<file path="config.mk">
export PLATFORM = sky130hd
export DESIGN_NAME = wisard_class_accum
export DESIGN_NICKNAME = d
export VERILOG_FILES = /design/src/rtl/wisard_pkg.sv /design/src/rtl/wisard_argmax.sv /design/src/rtl/wisard_class_accum.sv
export SDC_FILE = /design/constraint.sdc
export NUM_CORES = 1
export LEC_CHECK = 0
export ABC_AREA = 1
export CAP_MARGIN = 20
export CORE_MARGIN = 1.5
export CORE_UTILIZATION = 45
export CTS_CLUSTER_DIAMETER = 100
export DETAILED_ROUTE_END_ITERATION = 10
export SLEW_MARGIN = 20
export SYNTH_ARGS = -nofsm -noshare
export SYNTH_HDL_FRONTEND = slang
export SYNTH_SLANG_ARGS = --single-unit
</file>
<file path="constraint.sdc">
create_clock -name clk -period 4.7 [get_ports clk]
set_input_delay 0.705 -clock clk [delete_from_list [all_inputs] [get_ports clk]]
set_output_delay 0.705 -clock clk [all_outputs]
set_load 0.1 [all_outputs]
</file>
<file path="src/rtl/wisard_pkg.sv">
// rtl/wisard_pkg.sv - shared WiSARD defaults, accumulator FSM encoding and score-width helper
package wisard_pkg;

    localparam int WISARD_N_CLASSES   = 10;
    localparam int WISARD_N_RAMS      = 27;
    localparam int WISARD_CLASS_WIDTH = 4;
    localparam int WISARD_SCORE_WIDTH = 5;

    typedef enum logic [1:0] {
        ST_ACCUM  = 2'd0,
        ST_ARGMAX = 2'd1,
        ST_OUTPUT = 2'd2
    } accum_state_t;

    // Width of an unsaturated score+hit sum: one carry bit above the score itself.
    function automatic int sat_sum_width(input int score_width);
        return score_width + 1;
    endfunction

endpackage

</file>
<file path="src/rtl/wisard_argmax.sv">
// rtl/wisard_argmax.sv - sequential argmax, one class per cycle (best_score port only with WISARD_SCORE_OUT_EN)
module wisard_argmax
    import wisard_pkg::*;
#(
    parameter int N_CLASSES   = WISARD_N_CLASSES,
    parameter int CLASS_WIDTH = WISARD_CLASS_WIDTH,
    parameter int SCORE_WIDTH = WISARD_SCORE_WIDTH
) (
    input  logic                             clk,
    input  logic                             rst_n,
    input  logic                             start,
    input  logic [N_CLASSES*SCORE_WIDTH-1:0] scores,
    output logic                             done,
    output logic [CLASS_WIDTH-1:0]           best_class
`ifdef WISARD_SCORE_OUT_EN
    ,
    output logic [SCORE_WIDTH-1:0]           best_score
`endif
);

    localparam logic [CLASS_WIDTH-1:0] LAST_CLASS = CLASS_WIDTH'(N_CLASSES - 1);

    logic                   busy;
    logic [CLASS_WIDTH-1:0] cnt;
    logic [SCORE_WIDTH-1:0] cur_score;
    logic [SCORE_WIDTH-1:0] best_score_q;

    // Select the score of the class currently under comparison
    always_comb begin
        cur_score = '0;
        for (int c = 0; c < N_CLASSES; c++) begin
            if (cnt == CLASS_WIDTH'(c)) begin
                cur_score = scores[c*SCORE_WIDTH +: SCORE_WIDTH];
            end
        end
    end

    // done coincides with the cycle that visits the last class
    assign done = busy && (cnt == LAST_CLASS);

    // Walk classes 0..N-1; class 0 seeds best, later classes replace it only when strictly greater
    always_ff @(posedge clk or negedge rst_n) begin
        if (!rst_n) begin
            busy         <= 1'b0;
            cnt          <= '0;
            best_class   <= '0;
            best_score_q <= '0;
        end else if (start) begin
            busy <= 1'b1;
            cnt  <= '0;
        end else if (busy) begin
            if ((cnt == '0) || (cur_score > best_score_q)) begin
                best_class   <= cnt;
                best_score_q <= cur_score;
            end
            if (done) begin
                busy <= 1'b0;
            end else begin
                cnt <= cnt + 1'b1;
            end
        end
    end

`ifdef WISARD_SCORE_OUT_EN
    assign best_score = best_score_q;
`endif

endmodule

</file>
<file path="src/rtl/wisard_class_accum.sv">
// rtl/wisard_class_accum.sv - per-class WiSARD score accumulator and winner source (src_score with WISARD_SCORE_OUT_EN)
module wisard_class_accum
    import wisard_pkg::*;
#(
    parameter int N_CLASSES   = WISARD_N_CLASSES,
    parameter int N_RAMS      = WISARD_N_RAMS,
    parameter int CLASS_WIDTH = WISARD_CLASS_WIDTH,
    parameter int SCORE_WIDTH = WISARD_SCORE_WIDTH
) (
    input  logic                   clk,
    input  logic                   rst_n,
    input  logic                   sink_valid,
    input  logic                   sink_sop,
    input  logic                   sink_eop,
    input  logic [N_CLASSES-1:0]   sink_hits,
    output logic                   sink_ready,
    output logic                   src_valid,
    input  logic                   src_ready,
    output logic [CLASS_WIDTH-1:0] src_class
`ifdef WISARD_SCORE_OUT_EN
    ,
    output logic [SCORE_WIDTH-1:0] src_score
`endif
);

    localparam int SUM_W = sat_sum_width(SCORE_WIDTH);
    localparam logic [SCORE_WIDTH-1:0] SCORE_MAX = '1;

    accum_state_t                     state_q;
    accum_state_t                     state_d;
    logic [SCORE_WIDTH-1:0]           score_q   [N_CLASSES];
    logic [SCORE_WIDTH-1:0]           score_inc [N_CLASSES];
    logic [SUM_W-1:0]                 score_sum [N_CLASSES];
    logic [N_CLASSES*SCORE_WIDTH-1:0] score_vec;
    logic                             accept;
    logic                             out_fire;
    logic                             start_q;
    logic                             argmax_done;
    logic [CLASS_WIDTH-1:0]           best_class;

    assign accept   = sink_valid & sink_ready;
    assign out_fire = src_valid & src_ready;

    // FSM state register
    always_ff @(posedge clk or negedge rst_n) begin
        if (!rst_n) begin
            state_q <= ST_ACCUM;
        end else begin
            state_q <= state_d;
        end
    end

    // Next state and handshake outputs: sink open only in ACCUM, source valid only in OUTPUT
    always_comb begin
        state_d    = state_q;
        sink_ready = 1'b0;
        src_valid  = 1'b0;
        unique case (state_q)
            ST_ACCUM: begin
                sink_ready = 1'b1;
                if (sink_valid && sink_eop) begin
                    state_d = ST_ARGMAX;
                end
            end
            ST_ARGMAX: begin
                if (argmax_done) begin
                    state_d = ST_OUTPUT;
                end
            end
            ST_OUTPUT: begin
                src_valid = 1'b1;
                if (src_ready) begin
                    state_d = ST_ACCUM;
                end
            end
            default: state_d = ST_ACCUM;
        endcase
    end

    // Saturating increment candidates; the carry bit flags overflow past SCORE_MAX
    always_comb begin
        for (int c = 0; c < N_CLASSES; c++) begin
            score_sum[c] = {1'b0, score_q[c]} + SUM_W'(sink_hits[c]);
            score_inc[c] = score_sum[c][SUM_W-1] ? SCORE_MAX : score_sum[c][SCORE_WIDTH-1:0];
        end
    end

    // Score registers: sop restarts the sample, other beats accumulate, handoff clears
    always_ff @(posedge clk or negedge rst_n) begin
        if (!rst_n) begin
            for (int c = 0; c < N_CLASSES; c++) begin
                score_q[c] <= '0;
            end
        end else if (accept) begin
            for (int c = 0; c < N_CLASSES; c++) begin
                score_q[c] <= sink_sop ? SCORE_WIDTH'(sink_hits[c]) : score_inc[c];
            end
        end else if (out_fire) begin
            for (int c = 0; c < N_CLASSES; c++) begin
                score_q[c] <= '0;
            end
        end
    end

    // Flatten the score array for the argmax walker
    always_comb begin
        score_vec = '0;
        for (int c = 0; c < N_CLASSES; c++) begin
            score_vec[c*SCORE_WIDTH +: SCORE_WIDTH] = score_q[c];
        end
    end

    // One-cycle start pulse after the eop beat, so the walker sees the final scores
    always_ff @(posedge clk or negedge rst_n) begin
        if (!rst_n) begin
            start_q <= 1'b0;
        end else begin
            start_q <= accept & sink_eop;
        end
    end

    wisard_argmax #(
        .N_CLASSES   (N_CLASSES),
        .CLASS_WIDTH (CLASS_WIDTH),
        .SCORE_WIDTH (SCORE_WIDTH)
    ) u_argmax (
        .clk        (clk),
        .rst_n      (rst_n),
        .start      (start_q),
        .scores     (score_vec),
        .done       (argmax_done),
        .best_class (best_class)
`ifdef WISARD_SCORE_OUT_EN
        ,
        .best_score (src_score)
`endif
    );

    // The walker's registers are idle from OUTPUT until the next sample, so they hold the result
    assign src_class = best_class;

endmodule

</file>
==> run_results.csv <==
group,metric,value,unit
status,status,"finished, final reports clean",
final_layout,multi_input_area,2231,µm²
synthesis,yosysWarnings,0,
floorplanning,ioPinCount,22,
placement,gp_congestion,0.8921,
route,ant_nets,0,
synthesis,synth_top_area_share,38.54,%
synthesis,synth_edf_count,0,
sta,rsz0062_at_grt,"false",
worst_setup_path,start_kind,"flop",
sta,fin_crit,3390,ps
power_and_ir_drop,swShare,48.53,%
clock_network,tritoncts,"done",
clock_network,path_clk_slew,70,ps
floorplanning,dieArea,10270,µm²
sta,setup_viol_count_final,0,
clock_network,clock_sinks,67,
clock_network,cts_buffers,9,
sta,setup-tns-final,0,ps
floorplanning,rows,35,
clock_network,clk_path_buf_depth,2,
route,drt_wl_total,10.99,mm
final_layout,regArea,1677,µm²
sta,finalMaxSlewViolations,0,
global_routing,grt_overflow_total,0,
final_layout,diodes,0,
power_and_ir_drop,leakage,2.350,nW
route,vias,3961,
sta,max-slew-margin-rel,34.98,%
clock_network,cts_hold_buffers,0,
worst_hold_path,holdCritPathClass,"input pin to async pin",
sta,hold_viol_final,0,
sta,worst-slew-pin-transition,972.3,ps
worst_setup_path,crit_type,"flop to flop",
final_layout,nFillCells,903,
floorplanning,die_x,101.3,µm
power_and_ir_drop,seqPwrFrac,33.2,%
clock_network,ctsResizeCount,0,
synthesis,netlist-cell-type-count,36,
worst_setup_path,end_kind,"flop",
route,drc,0,
power_and_ir_drop,pwr-share-clk,15.8,%
final_layout,area_growth,11.91,%
global_routing,grt_pass1_wl,18.56,mm
sta,skew,6.500,ps
synthesis,yosysSeqAreaShare,38.54,%
flow_run,drv_cap,0,
floorplanning,initial_core_util,46.64,%
sta,finalCritPeriodShare,72.13,%
route,top_layer,"met4",
global_routing,grt_usage,23.31,%
placement,placement.io_buffers,21,
route,wire_per_inst,14.81,µm
clock_network,post_cts_buffers,0,
global_routing,grt_pass1_vias,3722,
power_and_ir_drop,combPwrFrac,51.1,%
final_layout,final_core_util,52.19,%
sta,whs,435.8,ps
synthesis,yosysMostFrequentCell,"nand2_1",
power_and_ir_drop,powerDensity,590.7,nW/µm²
clock_network,worstSkewPairLatency,350,ps
synthesis,synth_flop_cell,"dfrtp_1",
route,avgViaCountPerCell,5.338,
synthesis,netlist_instances,584,
final_layout,drive_gt1_share,6.525,%
worst_setup_path,cp_slowest_stage_delay,430,ps
worst_setup_path,worstPathRequired,4940,ps
power_and_ir_drop,ir_drop,399.1,µV
power_and_ir_drop,power.switching,1.395,mW
worst_setup_path,path_cells,"inv_1, ha_1, inv_1, nor3_1, inv_1, o21ai_0, inv_1, nand3_1, nand2_1, inv_1, ha_1, a21o_1, o22ai_1, o21ai_0, nand3_1, inv_1, nand3_1, nand2_1",
synthesis,ys_ff_latch,67,
route,dr.pass1.iters,5,
placement,dpl.hpwl,7.777,mm
clock_network,cts_root_buf,"clkbuf_8",
synthesis,synth.avg_cell_area,7.449,µm²
route,routed-wl-met2,4.791,mm
global_routing,grt_antenna_before_repair,0,
synthesis,synthesis.nets,629,
synthesis,synth_common_cells,"nand2_1 (112), inv_1 (95), o21ai_0 (81)",
final_layout,final_nets,654,
worst_setup_path,crit_top_cell,"inv_1",
synthesis,async_flop_share,100.0,%
worst_setup_path,critPathSlowestCell,"dfrtp_1",
floorplanning,fp.dieH,101.3,µm
clock_network,h-tree-depth,3,
synthesis,synth_area_leaders,"dfrtp_1 (39%), nand2_1 (9.7%), o21ai_0 (9.3%)",
synthesis,yosys.area.top_type,"dfrtp_1",
global_routing,grt_max_degree,35,
worst_setup_path,cp_max_fo,14,
synthesis,syn_area,4350,µm²
power_and_ir_drop,p_int,1.480,mW
worst_setup_path,critPathArrivalTime,3630,ps
route,dr_wl_met3,502,µm
sta,max_freq,295.0,MHz
route,first_iter_violations,214,
route,wl_met1,5.579,mm
floorplanning,core,9328,µm²
## metrics by stage
stage	area [µm²]	cells	setup WS [ps]	total power, mW
floorplan	4350	584	1830	2.058
global route	4868	742	978.5	3.154
global placement	4690	727	1420	2.397
finish	4868	742	1310	2.876
detailed placement	4690	727	1355	2.416
CTS	4868	742	1361	2.885
## path summary, 6_finish.rpt
path | from | endpoint | slack (ps) | cells after the start
setup reg to reg | u_argmax.cnt[0] | u_argmax.best_score_q[2] | 1310 | 18
hold / removal | rst_n | score_q[47] | 440 | 1
setup / recovery | u_argmax.cnt[0] | u_argmax.best_score_q[2] | 1310 | 18
max in group asynchronous | rst_n | score_q[17] | 3300 | 2
min in group clk | u_argmax.best_class[2] | u_argmax.best_class[2] | 500 | 2
hold reg to reg | u_argmax.best_class[2] | u_argmax.best_class[2] | 500 | 2
## cells by family (layout without fill, tap and decap cells)
kind of cell	Yosys count	count (layout)	synth area share, %
XOR/XNOR	5	5	1.007
buffers and inverters	112	141	10.18
AO/OA/AOI/OAI	129	129	16.05
adder cells (fa/ha/maj)	29	29	8.341
flip-flops	67	67	38.54
AND/OR/NAND/NOR	242	242	25.88
## area by class of cell
cell class | instances | area share (%)
multi-input cells | 405 | 45.82
repair buffers | 26 | 4.986
clock buffers | 13 | 3.470
clock inverters | 2 | 0.2056
flip-flops and latches | 67 | 34.44
well taps | 129 | 3.315
inverters | 100 | 7.761
## state kept, by name (all words and copies together), names as in the netlist
signal	flops
start_q	1
state_q	2
u_argmax.best_score_q	5
u_argmax.cnt	4
u_argmax.best_class	4
u_argmax.busy	1
score_q	50
## worst max-delay path: cells and delay by family (launching register included)
| family | cells | cell delay, ps |
|---|---|---|
| DFF | 1 | 430 |
| buffers and inverters | 6 | 740 |
| and+or+nand+nor | 6 | 1010 |
| adders and majority gates | 2 | 480 |
| AOI/OAI and AO/OA | 4 | 630 |
## per-layer routing
metal	global-route usage, %	vias to the layer above
li1	-	1995
met1	34.32	1872
met2	34.85	85
met3	4.348	9
met4	7.051	0
met5	0	-
## power groups by stage
stage / Clock (mW) / Combinational (mW) / Sequential (mW)
2_1_floorplan: 0 / 1.05 / 1.01
3_3_place_gp: 0 / 1.44 / 0.954
3_5_place_dp: 0 / 1.46 / 0.956
4_1_cts: 0.468 / 1.47 / 0.949
5_1_grt: 0.492 / 1.68 / 0.980
6_report: 0.453 / 1.47 / 0.954
## cell usage in the layout, fill, tap and decap left out, types with 2 or more instances in the layout
master,count
a21oi_1,13
buf_4,5
clkbuf_8,12
clkdlybuf4s50_1,20
clkinv_2,2
dfrtp_1,67
ha_1,29
inv_1,95
inv_2,3
nand2_1,112
nand2_2,3
nand2_4,2
nand3_1,53
nand3_2,2
nand4_1,6
nor2_1,26
nor2_2,3
nor2_4,3
nor3_1,27
nor4_1,2
o21a_1,2
o21ai_0,81
o21ai_1,3
o22ai_1,23
xor2_1,5
Power figures use the tool's default switching activity.
